[src/rtl/fpu_pkg.sv]
// fpu_pkg: shared FP datapath types, default widths and exponent helper
package fpu_pkg;
  typedef enum logic [1:0] {NORM_PASS, NORM_RIGHT, NORM_LEFT, NORM_ZERO} norm_case_e;
  localparam int MANT_W_DEF = 27;
  localparam int EXP_W_DEF = 8;
  function automatic int exp_all_ones(int w);
    return (1 << w) - 1;
  endfunction
endpackage

[src/rtl/fp_norm_pipe_if.sv]
// fp_norm_pipe_if: input beat and output result handshake bundle of the normaliser
interface fp_norm_pipe_if import fpu_pkg::*; #(
  parameter int MANT_W = MANT_W_DEF,
  parameter int EXP_W = EXP_W_DEF
);
  logic in_valid;
  logic in_ready;
  logic [MANT_W-1:0] in_mant;
  logic in_ovf;
  logic [EXP_W-1:0] in_exp;
  logic out_valid;
  logic out_ready;
  logic [MANT_W-1:0] out_mant;
  logic [EXP_W-1:0] out_exp;
  logic out_zero;
  logic out_uflow;
  logic out_oflow;
  modport master (
    output in_valid, in_mant, in_ovf, in_exp, out_ready,
    input in_ready, out_valid, out_mant, out_exp, out_zero, out_uflow, out_oflow
  );
  modport slave (
    input in_valid, in_mant, in_ovf, in_exp, out_ready,
    output in_ready, out_valid, out_mant, out_exp, out_zero, out_uflow, out_oflow
  );
endinterface

[src/rtl/fp_lzc.sv]
// fp_lzc: binary-tree leading-zero counter, returns MANT_W for an all-zero input
module fp_lzc #(
  parameter int MANT_W = 27,
  localparam int LZ_W = $clog2(MANT_W + 1)
) (
  input  logic [MANT_W-1:0] mant,
  output logic [LZ_W-1:0]   lz
);
  localparam int H = MANT_W - MANT_W / 2;
  localparam int LW = MANT_W / 2;
  if (MANT_W == 1) begin : g_leaf
    assign lz = !mant[0];
  end else begin : g_node
    localparam int HZ = $clog2(H + 1);
    localparam int LZ = $clog2(LW + 1);
    logic [HZ-1:0] lz_hi;
    logic [LZ-1:0] lz_lo;
    fp_lzc #(.MANT_W(H)) u_hi (.mant(mant[MANT_W-1 -: H]), .lz(lz_hi));
    fp_lzc #(.MANT_W(LW)) u_lo (.mant(mant[LW-1:0]), .lz(lz_lo));
    // an all-zero upper half means the count continues into the lower half
    assign lz = (lz_hi == HZ'(H)) ? LZ_W'(H) + LZ_W'(lz_lo) : LZ_W'(lz_hi);
  end
endmodule

[src/rtl/fp_norm_pipe.sv]
// fp_norm_pipe: two-stage post-add normaliser (carry right shift / clamped left normalise)
module fp_norm_pipe import fpu_pkg::*; #(
  parameter int MANT_W = MANT_W_DEF,
  parameter int EXP_W = EXP_W_DEF,
  localparam int LZ_W = $clog2(MANT_W + 1)
) (
  input logic clk,
  input logic rst,
  fp_norm_pipe_if.slave bus
);
  localparam logic [EXP_W:0] EMAX = (EXP_W + 1)'(exp_all_ones(EXP_W));
  logic s1_valid, s1_ovf, s1_en, s2_en;
  logic [MANT_W-1:0] s1_mant, n_mant;
  logic [EXP_W-1:0] s1_exp, n_exp, l_exp;
  logic [LZ_W-1:0] s1_lz, lz;
  logic [EXP_W:0] e1, lz_e, r_exp, l_sh;
  logic l_ok, n_zero, n_uflow, n_oflow;
  norm_case_e ncase;
  assign s2_en = !bus.out_valid || bus.out_ready;
  assign s1_en = !s1_valid || s2_en;
  assign bus.in_ready = s1_en;
  fp_lzc #(.MANT_W(MANT_W)) u_lzc (.mant(bus.in_mant), .lz(lz));
  // stage 1 occupancy
  always_ff @(posedge clk or posedge rst)
    if (rst) s1_valid <= 1'b0;
    else if (s1_en) s1_valid <= bus.in_valid;
  // stage 1 data capture, leading-zero count computed on the way in
  always_ff @(posedge clk)
    if (s1_en && bus.in_valid) begin
      s1_mant <= bus.in_mant;
      s1_ovf <= bus.in_ovf;
      s1_exp <= bus.in_exp;
      s1_lz <= lz;
    end
  // stage 2 case selection, shift and exponent adjust at EXP_W+1 bits so nothing wraps
  always_comb begin
    ncase = s1_ovf ? NORM_RIGHT : s1_mant[MANT_W-1] ? NORM_PASS : (s1_lz == LZ_W'(MANT_W)) ? NORM_ZERO : NORM_LEFT;
    e1 = {1'b0, s1_exp};
    lz_e = (EXP_W + 1)'(s1_lz);
    r_exp = e1 + (EXP_W + 1)'(1);
    l_ok = e1 > lz_e;
    l_exp = s1_exp - lz_e[EXP_W-1:0];
    l_sh = l_ok ? lz_e : (e1 == '0) ? '0 : e1 - (EXP_W + 1)'(1);
    n_mant = s1_mant;
    n_exp = s1_exp;
    n_zero = 1'b0;
    n_uflow = 1'b0;
    n_oflow = 1'b0;
    case (ncase)
      NORM_RIGHT: begin
        n_oflow = r_exp >= EMAX;
        n_mant = n_oflow ? '0 : {1'b1, s1_mant[MANT_W-1:2], |s1_mant[1:0]};
        n_exp = n_oflow ? EMAX[EXP_W-1:0] : r_exp[EXP_W-1:0];
      end
      NORM_LEFT: begin
        n_uflow = !l_ok;
        n_mant = s1_mant << l_sh;
        n_exp = l_ok ? l_exp : '0;
      end
      NORM_ZERO: begin
        n_mant = '0;
        n_exp = '0;
        n_zero = 1'b1;
      end
      default: ;
    endcase
  end
  // output register; holds while the consumer stalls
  always_ff @(posedge clk or posedge rst)
    if (rst) begin
      bus.out_valid <= 1'b0;
      bus.out_mant <= '0;
      bus.out_exp <= '0;
      bus.out_zero <= 1'b0;
      bus.out_uflow <= 1'b0;
      bus.out_oflow <= 1'b0;
    end else if (s2_en) begin
      bus.out_valid <= s1_valid;
      if (s1_valid) begin
        bus.out_mant <= n_mant;
        bus.out_exp <= n_exp;
        bus.out_zero <= n_zero;
        bus.out_uflow <= n_uflow;
        bus.out_oflow <= n_oflow;
      end
    end
endmodule

[src/flat_wrapper.sv]
// flat-port wrapper written by rule: the top's interface ports become plain ports
module fp_norm_pipe_flat import fpu_pkg::*;
#(
  parameter int MANT_W = MANT_W_DEF,
  parameter int EXP_W = EXP_W_DEF,
  localparam int LZ_W = $clog2(MANT_W + 1)
)
  (clk, rst, bus_in_valid, bus_in_mant, bus_in_ovf, bus_in_exp, bus_out_ready, bus_in_ready, bus_out_valid, bus_out_mant, bus_out_exp, bus_out_zero, bus_out_uflow, bus_out_oflow);
  fp_norm_pipe_if #(.MANT_W(MANT_W), .EXP_W(EXP_W)) bus_i ();
  input logic clk;
  input logic rst;
  input wire logic [$bits(bus_i.in_valid)-1:0] bus_in_valid;
  input wire logic [$bits(bus_i.in_mant)-1:0] bus_in_mant;
  input wire logic [$bits(bus_i.in_ovf)-1:0] bus_in_ovf;
  input wire logic [$bits(bus_i.in_exp)-1:0] bus_in_exp;
  input wire logic [$bits(bus_i.out_ready)-1:0] bus_out_ready;
  output wire logic [$bits(bus_i.in_ready)-1:0] bus_in_ready;
  output wire logic [$bits(bus_i.out_valid)-1:0] bus_out_valid;
  output wire logic [$bits(bus_i.out_mant)-1:0] bus_out_mant;
  output wire logic [$bits(bus_i.out_exp)-1:0] bus_out_exp;
  output wire logic [$bits(bus_i.out_zero)-1:0] bus_out_zero;
  output wire logic [$bits(bus_i.out_uflow)-1:0] bus_out_uflow;
  output wire logic [$bits(bus_i.out_oflow)-1:0] bus_out_oflow;
  assign bus_i.in_valid = bus_in_valid;
  assign bus_i.in_mant = bus_in_mant;
  assign bus_i.in_ovf = bus_in_ovf;
  assign bus_i.in_exp = bus_in_exp;
  assign bus_i.out_ready = bus_out_ready;
  assign bus_in_ready = bus_i.in_ready;
  assign bus_out_valid = bus_i.out_valid;
  assign bus_out_mant = bus_i.out_mant;
  assign bus_out_exp = bus_i.out_exp;
  assign bus_out_zero = bus_i.out_zero;
  assign bus_out_uflow = bus_i.out_uflow;
  assign bus_out_oflow = bus_i.out_oflow;
  fp_norm_pipe #(.MANT_W(MANT_W), .EXP_W(EXP_W)) u_core (.clk(clk), .rst(rst), .bus(bus_i));
endmodule
[config.mk]
export PLATFORM = sky130hd
export DESIGN_NAME = fp_norm_pipe_flat
export DESIGN_NICKNAME = d
export VERILOG_FILES = /design/src/rtl/fpu_pkg.sv /design/src/rtl/fp_norm_pipe_if.sv /design/src/rtl/fp_lzc.sv /design/src/rtl/fp_norm_pipe.sv /design/src/flat_wrapper.sv
export SDC_FILE = /design/constraint.sdc
export NUM_CORES = 1
export LEC_CHECK = 0
export ABC_AREA = 1
export CORE_MARGIN = 2
export CORE_UTILIZATION = 48
export DETAILED_ROUTE_END_ITERATION = 16
export HOLD_SLACK_MARGIN = 0.05
export PLACE_DENSITY = 0.71
export SYNTH_ARGS = -nofsm -noshare
export SYNTH_HDL_FRONTEND = slang
export SYNTH_HIERARCHICAL = 1
export SYNTH_SLANG_ARGS = --single-unit
[constraint.sdc]
create_clock -name clk -period 3.2 [get_ports clk]
set_input_delay 0.48 -clock clk [delete_from_list [all_inputs] [get_ports clk]]
set_output_delay 0.48 -clock clk [all_outputs]
set_load 0.1 [all_outputs]
==> results.sh <==
export IMPL_ys_types=39
export IMPL_via_count=6432
export IMPL_fmax_mhz=339.9
export IMPL_cts_htree_levels=3
export IMPL_worstPathMaxFanout=8
export IMPL_relSlewSlack_pct=35.15
export IMPL_initial_core_util_pct=48.72
export IMPL_p_total_mw=4.793
export IMPL_viasPerCell=5.351
export IMPL_path_clk_slew_ns=0.06
export IMPL_r2r_end="u_core/bus.out_mant[17]"
export IMPL_end_kind="flop"
export IMPL_p_switching_mw=2.254
export IMPL_clock_latency_ns=0.34
export IMPL_skew_ns=0.007343
export IMPL_crit_end="u_core/bus.out_mant[17]"
export IMPL_pwr_share_clk_pct=22.5
export IMPL_hpwl_um=13110
export IMPL_cts_hold_buf=0
export IMPL_grt_total_usage_pct=24.44
export IMPL_ys_dominant_reg_cell="edfxtp_1"
export IMPL_synth_xor_area_share_pct=1.642
export IMPL_tns_ns=0
export IMPL_grt_start_max_net_pins=47
export IMPL_startpoint_type="flop"
export IMPL_power_density_nw_per_um2=628.8
export IMPL_rsz0062_at_grt="no"
export IMPL_cts_tree="built"
export IMPL_grt_pass1_wl_um=27680
export IMPL_synthArstFlopShare_pct=49.38
export IMPL_wire_per_inst_um=14.09
export IMPL_row_count=42
export IMPL_remaining_drc_errors=0
export IMPL_antenna_found_initial=0
export IMPL_reg2reg_from="u_core/s1_exp[0]"
export IMPL_cts_path_max_buffers=2
export IMPL_portBuffers=79
export IMPL_dieArea_um2=14280
export IMPL_synth_largest_area_cell="edfxtp_1"
export IMPL_peakVddDrop_mv=0.2918
export IMPL_postRouteAntennaNets=0
export IMPL_finalHoldViolCount=0
export IMPL_drt_pass1_iter_count=6
export IMPL_synth_simple_area_share_pct=39.72
export IMPL_synth_compound_area_share_pct=8.698
export IMPL_seq_area_frac_synth_pct=34.87
export IMPL_power_frac_seq_pct=29.5
export IMPL_min_path_cells=2
export IMPL_required_ns=3.48
export IMPL_finalCritPeriodShare_pct=91.94
export IMPL_dieHeight_um=119.5
export IMPL_syn_area_um2=6401
export IMPL_synth_top_family_by_area="simple AND/OR/NAND/NOR gates"
export IMPL_intPower_mw=2.539
export IMPL_root_buffer="clkbuf_16"
export IMPL_grt_pass1_vias=5545
export IMPL_wirelength_um=16940
export IMPL_crit_start="u_core/s1_exp[0]"
export IMPL_nets=1075
export IMPL_worst_setup_path_type="flop to flop"
export IMPL_yosys_warnings=6
export IMPL_synth_edf_count=41
export IMPL_place_gp_congestion=0.9788
export IMPL_synth_top_cells_by_area="edfxtp_1, nand3_1, dfrtp_1"
export IMPL_tightestPinTransition_ns=0.9697
export IMPL_timing_max_cap_violations=0
export IMPL_grt_ovfl_total=0
export IMPL_synth_cells=958
export IMPL_reg2reg_slack_ns=0.26
export IMPL_setup_viol=0
export IMPL_synth_seq_cells=81
export IMPL_avgSynthCellArea_um2=6.682
export IMPL_numCtsBuffers=9
export IMPL_yosysMostFrequentCell="nand2_1"
export IMPL_synth_top_area_share_pct=19.23
export IMPL_drv_slew=0
export IMPL_cp_arrival_ns=3.22
export IMPL_swShare_pct=47.02
export IMPL_power_frac_comb_pct=48.0
export IMPL_reg2regPathDepth=20
export IMPL_outcome="finished clean"
export IMPL_cts_sinks=81
export IMPL_synth_mux_area_share_pct=0
export IMPL_layout_drive_gt1_share_pct=12.18
export IMPL_p_leak_nw=3.770
export IMPL_min_delay_path_class="flop to flop"
export IMPL_syn_to_final_growth_pct=19.08
export IMPL_final_min_clock_period_ns=2.942
export IMPL_synth_nets=1012
export IMPL_nFillCells=1303
export IMPL_io_pins=80
export IMPL_core_area_um2=13140
export IMPL_ys_top_cells_by_count="nand2_1, nand3_1, inv_1"
export IMPL_synth_fa_ha_area_share_pct=2.854
export IMPL_dieWidth_um=119.5
export IMPL_drtIter0Drc=780
export IMPL_antenna_cells=0
## worst min-delay path by stage
stage	slack [ns]	endpoint	startpoint
2_1_floorplan	0.55	u_core/bus.out_zero	u_core/s1_lz[2]
3_3_place_gp	0.46	u_core/bus.out_mant[11]	u_core/bus.out_mant[11]
3_5_place_dp	0.47	u_core/bus.out_mant[8]	u_core/bus.out_mant[8]
4_1_cts	0.48	u_core/bus.out_mant[8]	u_core/bus.out_mant[8]
5_1_grt	0.50	u_core/bus.out_mant[8]	u_core/bus.out_mant[8]
6_report	0.48	u_core/bus.out_mant[8]	u_core/bus.out_mant[8]
## registers in the layout, summed over array words and instances (netlist names), 5 cells and up
register             flops
u_core/bus.out_exp       8
u_core/bus.out_mant     27
u_core/s1_exp            8
u_core/s1_lz             5
u_core/s1_mant          27
## through the flow
step,util [%],instances,worst slack (ns),cell area (µm²),hold WS [ns]
floorplan,-,958,0.3619,6406,0.5458
global placement,55.42,1185,0.2484,7281,0.4614
detailed placement,55.42,1185,0.2258,7281,0.4651
CTS,57.85,1201,0.2132,7600,0.4804
global route,58.02,1202,0.01032,7622,0.4972
finish,58.02,1202,0.2581,7622,0.4751
## area by class of cell
type	count	area, µm²	area share [%]
clock inverter	1	30.03	0.3940
sequential	81	2232	29.28
inverter	142	538.0	7.058
multi-input combinational	683	3400	44.60
tap	176	220.2	2.889
clock buffer	15	289.0	3.792
timing repair buffer	104	913.4	11.98
## cells in the final DEF, fill, tap and decap left out, types with 9 or more instances in the layout
cell type,n
clkdlybuf4s50_1,45
ha_1,13
o21ai_0,31
nor2_2,22
o21ai_1,9
nand2_1,245
clkbuf_16,10
buf_4,56
nand4_1,12
edfxtp_1,41
inv_1,132
nand3_1,219
xor2_1,10
a21oi_1,33
nor2_1,38
dfrtp_1,40
## worst max-delay path, stage by stage (launching register included)
cell and delay [ns]:
edfxtp_1 0.38, inv_1 0.10, ha_1 0.16, inv_1 0.05
fa_1 0.37, nand2_1 0.09, nand2_1 0.07, nand3_1 0.08
nand2_2 0.08, nand2_4 0.12, nand2_1 0.06, nand2_1 0.15
buf_4 0.19, nand3_1 0.10, o21ai_1 0.16, nand4_1 0.16
a21oi_1 0.19, nand3_1 0.12, nand3_1 0.11, nand2_1 0.07
nand2_1 0.06
## power by group through the flow
stage                     combinational (mW)  sequential (mW)  clock (mW)
after global placement                  2.28             1.43           0
after detailed placement                2.28             1.43           0
after global routing                    2.45             1.44        1.15
final                                   2.30             1.42        1.08
after floorplan                        0.792             2.39           0
after CTS                               2.29             1.41        1.10
## timing repair
action | in CTS | in global routing
setup endpoints to repair | 0 | 24
resized for setup | 0 | 9
setup buffers | 0 | 1
## per-layer routing
layer  up-vias  track usage [%]  routed length [µm]
li1       3252                -                   -
met1      2891            37.49                8030
met2       266            34.32                7084
met3        23            3.736                1454
met4         0            9.338                 366
met5         -                0                   0
## kinds of logic after synthesis
| kind of cell | count (synthesis) |
|---|---|
| xor gates and xnor gates | 12 |
| buffers and inverters | 194 |
| adders and majority gates | 14 |
| DFF | 81 |
| AOI/OAI and AO/OA | 95 |
| and+or+nand+nor | 562 |
No activity file was read; power rests on OpenSTA's default activity.
